`config.mk`:
```
export PLATFORM = sky130hd
export DESIGN_NAME = fifo_stream_out
export DESIGN_NICKNAME = d
export VERILOG_FILES = /design/src/rtl/fifo_stream_out.sv
export SDC_FILE = /design/constraint.sdc
export NUM_CORES = 1
export LEC_CHECK = 0
export CAP_MARGIN = 25
export CELL_PAD_IN_SITES_DETAIL_PLACEMENT = 0
export CELL_PAD_IN_SITES_GLOBAL_PLACEMENT = 1
export CORE_MARGIN = 4
export CORE_UTILIZATION = 35
export CTS_CLUSTER_DIAMETER = 50
export DETAILED_ROUTE_END_ITERATION = 10
export GPL_ROUTABILITY_DRIVEN = 1
export PLACE_DENSITY_LB_ADDON = 0.1
export RECOVER_POWER = 100
export SLEW_MARGIN = 25
export SYNTH_ARGS = -nofsm -noshare
export SYNTH_HDL_FRONTEND = slang
export SYNTH_SLANG_ARGS = --single-unit
```
`constraint.sdc`:
```
create_clock -name clk -period 6.43 [get_ports clk]
set_input_delay 1.286 -clock clk [delete_from_list [all_inputs] [get_ports clk]]
set_output_delay 1.286 -clock clk [all_outputs]
set_load 0.1 [all_outputs]
```
`src/rtl/fifo_stream_out.sv`:
```
// Read-side drain of the async FIFO: turns rd_en/empty/data into a valid/ready
// stream through a 3-entry skid buffer and tags the last beat of each burst.
module fifo_stream_out #(
    parameter int DATA_WIDTH = 8,
    parameter int BURST_LEN  = 4,
    parameter int CNT_WIDTH  = $clog2(BURST_LEN) + 1
) (
    input  logic                  clk,
    input  logic                  rst,
    input  logic                  fifo_empty,
    output logic                  fifo_rd_en,
    input  logic [DATA_WIDTH-1:0] fifo_data,
    input  logic                  flush,
    output logic                  m_valid,
    input  logic                  m_ready,
    output logic [DATA_WIDTH-1:0] m_data,
    output logic                  m_last,
    output logic [1:0]            occupancy
);

    localparam logic [CNT_WIDTH-1:0] LAST_CNT = CNT_WIDTH'(BURST_LEN - 1);

    logic [DATA_WIDTH-1:0] skid_q [3];
    logic [1:0]            occ_q;
    logic                  inflight_q;
    logic [CNT_WIDTH-1:0]  count_q;

    logic       acc;
    logic       pop;
    logic       capture;
    logic [1:0] wr_idx;
    logic [2:0] credit;

    assign m_valid   = (occ_q != 2'd0);
    assign m_data    = skid_q[0];
    assign m_last    = m_valid & (count_q == LAST_CNT);
    assign occupancy = occ_q;

    // Credit counts words already buffered plus the one still in flight, so a
    // read is only issued when its data is guaranteed a free slot.
    always_comb begin
        credit     = {1'b0, occ_q} + {2'b00, inflight_q};
        fifo_rd_en = ~rst & ~fifo_empty & ~flush & (credit <= 3'd2);
        acc        = fifo_rd_en & ~fifo_empty;
        pop        = m_valid & m_ready;
        capture    = inflight_q & ~flush;
        wr_idx     = occ_q - {1'b0, pop};
    end

    always_ff @(posedge clk or posedge rst) begin
        if (rst) begin
            occ_q      <= '0;
            inflight_q <= 1'b0;
            count_q    <= '0;
            for (int unsigned i = 0; i < 3; i++) begin
                skid_q[i] <= '0;
            end
        end else begin
            inflight_q <= acc;
            if (flush) begin
                occ_q   <= '0;
                count_q <= '0;
            end else begin
                if (pop) begin
                    skid_q[0] <= skid_q[1];
                    skid_q[1] <= skid_q[2];
                end
                // Write lands behind whatever survives this cycle's pop.
                for (int unsigned i = 0; i < 3; i++) begin
                    if (capture && (wr_idx == 2'(i))) begin
                        skid_q[i] <= fifo_data;
                    end
                end
                occ_q <= occ_q + {1'b0, capture} - {1'b0, pop};
                if (pop) begin
                    count_q <= (count_q == LAST_CNT) ? '0 : count_q + CNT_WIDTH'(1);
                end
            end
        end
    end

endmodule

```
# ---- Word level (Yosys, flattened, before mapping)
# Cells that the tools add are included.
dict set report totals {
  regBits 30
  output_inout_bits 13
  wordCells 43
  in_bits 13
}
dict set report op_classes {
  n_bitwise 10
  n_addsub 5
  n_mux 7
  eq_ne 3
  reduce_logical 11
  magnitude_cmp 1
}
# op count
set op_table {}
lappend op_table {{2-to-1 mux 16 bit} 1}
lappend op_table {{2-to-1 mux 8 bit} 2}
lappend op_table {{2-to-1 mux 3 bit} 3}
lappend op_table {{nonzero test 2 bit} 4}
lappend op_table {{AND 1 bit} 7}
lappend op_table {{AND reduction 2 bit} 3}
lappend op_table {{subtractor 2 x 1 -> 2 bit} 2}
lappend op_table {{adder 2 x 1 -> 3 bit} 1}
lappend op_table {{adder 3 x 1 -> 3 bit, second input constant} 1}
lappend op_table {{== test 3 x 2 -> 1 bit, second input constant} 1}
lappend op_table {{less-or-equal comparator 3 x 2 -> 1 bit, second input constant} 1}
lappend op_table {{logical AND 1 bit} 3}
lappend op_table {{NOT 1 bit} 3}
lappend op_table {{adder 2 x 1 -> 2 bit} 1}
lappend op_table {{== test 2 x 1 -> 1 bit, second input constant} 1}
lappend op_table {{== test 2 bit, second input constant} 1}
lappend op_table {{zero test 2 bit} 1}
lappend op_table {{2-to-1 mux 2 bit} 1}

# ---- Logic depth before layout (Yosys ltp)
dict set report depth {
  depth_word 7
  mapped_depth 9
  ltp_nobuf 7
}

# ---- Worst setup path after synthesis
# No wires, ideal clock.
dict set report synth_path {
  path_type {reg2out}
  start {register occ_q[0], in the netlist occupancy[0]}
  end {output port fifo_rd_en}
  path_buffers 0
  stages_incl_launch_ff 6
  required_time_ps 5144
  arrival_ps 4438
  setup_slack_ps 706
  path_cell_list {dfrtp_1 -> ha_1 -> inv_1 -> ha_1 -> a21oi_1 -> nor4_1}
}
dict set report synth_between {
  elab_chain_len 3
}
# element line_no
set synth_lines {}
lappend synth_lines {{start, declared} 24} ;# logic [1:0] occ_q;
lappend synth_lines {{start signal, assigned} 74} ;# occ_q <= occ_q + {1'b0, capture} - {1'b0, pop};
lappend synth_lines {{adder 2 x 1 -> 3 bit} 42} ;# credit = {1'b0, occ_q} + {2'b00, inflight_q};
lappend synth_lines {{less-or-equal comparator 3 x 2 -> 1 bit} 43} ;# fifo_rd_en = ~rst & ~fifo_empty & ~flush & (credit <= 3'd2);
lappend synth_lines {{AND 1 bit} 43}
lappend synth_lines {{end, declared} 11} ;# output logic fifo_rd_en,
# Every way passes these cells.

# ---- Final worst setup path
dict set report layout_path {
  start {input port flush}
  end {output port fifo_rd_en}
}
dict set report layout_between {
  elab_chain_len 3
}
# element line_no
set layout_lines {}
lappend layout_lines {{start, declared} 13} ;# input logic flush,
lappend layout_lines {{NOT 1 bit (no source line)} n/a}
lappend layout_lines {{AND 1 bit (2 in series)} 43}
# Every way passes these cells.

==> metrics.md <==
| Metric | Value |
|---|---|
| Status | `finished, violations left` |
| Failing checks | `max-capacitance violations, max-slew violations` |
| Clock buffer count from CTS | `5` |
| Final Core Density | `44.0%` |
| Clock Skew | `0.00735 ns` |
| HP Start | `skid_q[4]` |
| Core ar. | `4410 µm²` |
| RSZ-0062 raised after global routing | `no` |
| DR pass1 iterations | `4` |
| Met3 WL | `217 µm` |
| Cts repair resizes | `0` |
| All-Layer GR Usage | `14.2%` |
| CTS Hold Bufs | `0` |
| Worst Hold Depth | `1` |
| Leak | `0.829 nW` |
| Clk_lat worst skew | `0.28 ns` |
| Post-synth top flop | `dfrtp_1` |
| Post-CTS Repair Setup Buffers | `0` |
| Die width | `76.1 µm` |
| Die area | `5790 µm²` |
| Final Max Tran Viols | `31` |
| CTS root buf | `clkbuf_8` |
| 1st-iter DRT viols | `124` |
| Clock buffer depth | `2` |
| FF+latch count, synth | `30` |
| Initial antenna violation count | `0` |
| Final setup fails | `0` |
| Total gr overflow | `0` |
| DRT Wirelength | `3900 µm` |
| Diodes inserted | `0` |
| Worst-path clk slew | `0.07 ns` |
| Seq/Total Area, Yosys | `46.2%` |
| Synth Warn # | `0` |
| CTS sink cnt | `30` |
| Met2 routed WL | `1860 µm` |
| Max_cap viols | `1` |
| Worst Path Max Fanout | `25` |
| Relative slew slack | `-8.00%` |
| Post-Layout Cell Count | `234` |
| Ports | `26` |
| CTS tree | `yes` |
| Met1 WL | `1770 µm` |
| DRC violations left | `0` |
| Fmax | `193 MHz` |
| Routed WL per cell | `16.6 µm` |
| Least-Margin Pin Slew | `1.62 ns` |
| Wire length of the first global-routing pass | `6670 µm` |
| Worst Path Required | `5.14 ns` |
| Port buffer count | `25` |
| Mapped Nets | `182` |
| Pwr dens | `530 nW/µm²` |
| Startpoint types | `input port` |
| Synth top area share | `46.2%` |
| Worst IR drop on VDD | `159 µV` |
| NumNets Final | `200` |
| Highest metal used | `met4` |
| Cells after DPL | `226` |
| R2R depth | `8` |
| Largest net degree at the start of global routing | `31` |
| Top cells by area, synth | `dfrtp_1 (46%), a31oi_2 (6.2%), mux2_1 (5.5%)` |
| Post-Syn Area | `1620 µm²` |
| Final worst path period need | `5.18 ns` |
| Critical Path Start | `flush` |
| CP arrival | `3.89 ns` |
| Area Growth Syn to Fin | `19.7%` |
| Kind of critical path | `input port to output pin` |
| DP HPWL | `2500 µm` |
| Antenna viol nets, final | `0` |
| Type of destination of the critical path | `output pin` |
| Ys async rst share | `100%` |
| Initial Util | `36.8%` |
| Layout cells sized above 1 | `10.4%` |
| Worst hold slack | `0.491 ns` |
| Synthesized area per cell | `9.96 µm²` |
| Hold Crit Class | `flip-flop to flip-flop` |
| Final hold vios | `0` |
| Post-synth cell types | `28` |
| Area leader, netlist | `dfrtp_1` |
| Fill count | `421` |
| H-tree levels | `2` |
| Site Rows | `24` |
| Synthesized instance count | `163` |
| FF-to-FF Start | `occupancy[1]` |
| Die H | `76.1 µm` |
| Vias | `1,325` |
| Routability cong. | `0.730` |
| Setup_tns | `0 ns` |
| Period Utilization, post-route | `80.5%` |
| EDFF count, synth | `0` |
| Vias per cell | `5.66` |
| Vias in the first global route | `1,369` |
-- power by group --
| group | internal [mW] | switching (mW) |
|---|---|---|
| combinational | 0.147 | 0.422 |
| clock | 0.0862 | 0.0712 |
| sequential | 0.261 | 0.0418 |
-- final timing paths --
kind / end / slack [ns]
setup / recovery: fifo_rd_en / 1.25
hold / removal: skid_q[4] / 0.49
setup reg to reg: skid_q[3] / 3.53
hold reg to reg: skid_q[4] / 0.49
max in group asynchronous: count_q[2] / 3.42
min in group asynchronous: skid_q[6] / 2.07
-- stage by stage --
stage | power (mW) | worst slack, ns | instance area (µm²)
2_1_floorplan | 0.786 | 0.706 | 1620
3_3_place_gp | 0.889 | 1.77 | 1860
3_5_place_dp | 0.895 | 1.76 | 1860
4_1_cts | 1.05 | 1.75 | 1960
5_1_grt | 1.09 | 1.12 | 1940
6_report | 1.03 | 1.25 | 1940
-- cells in the final DEF, fill, tap and decap left out, types with 3 or more instances in the layout --
cell | netlist | routed
a21oi_1 | 6 | 6
dlygate4sd3_1 | 0 | 15
mux2_1 | 8 | 8
nor3_1 | 16 | 16
clkdlybuf4s50_1 | 0 | 10
clkbuf_1 | 7 | 4
ha_1 | 6 | 6
nand2_1 | 5 | 5
nand3_1 | 17 | 17
clkbuf_8 | 0 | 6
o21ai_0 | 17 | 17
inv_1 | 5 | 5
buf_4 | 9 | 3
a31oi_2 | 8 | 8
dfrtp_1 | 30 | 30
a31oi_1 | 8 | 8
-- metal layers --
layer | vias up | GRT usage [%]
met2 | 35 | 22.9
met1 | 674 | 18.2
met5 | - | 0
met3 | 5 | 3.55
li1 | 611 | -
met4 | 0 | 5.24
-- logic make-up after synthesis --
family          Yosys count  synth area share (%)
compound gates           40                  16.6
xor+xnor                  3                  2.08
fa+ha+maj                 6                  4.62
buf+inv                  26                  8.78
flops                    30                  46.2
mux                       8                  5.55
simple gates             50                  16.1
-- final cells by class --
type	count	area, µm²	area share [%]
multi-input cells	107	731	37.6
repair buffers	31	284	14.6
clock buffers	7	86.3	4.44
well taps	52	65.1	3.35
inverters	6	22.5	1.16
clock inverters	1	5.00	0.257
flip-flops and latches	30	751	38.6
-- critical path, stage by stage --
cell and delay [ns]:
dlygate4sd3_1 0.53, clkbuf_1 0.44, nor4_1 0.38, dlygate4sd3_1 1.24
-- synthesized netlist by cell type (all sizes together), types with 2 or more instances --
library cell   n
nor2b          2
clkbuf         7
nand3         17
ha             6
nand3b         2
mux2           8
xor2           2
inv            5
a31oi         16
nor4           2
nand2          5
dfrtp         30
o21ai         18
a21oi          6
or2            2
buf           13
nor3          16
-- sequential cells by signal, summed over array words and instances (netlist names) --
signal      cells
skid_q         16
m_data          8
count_q         3
occupancy       2
inflight_q      1
No activity file was read; power rests on OpenSTA's default activity.
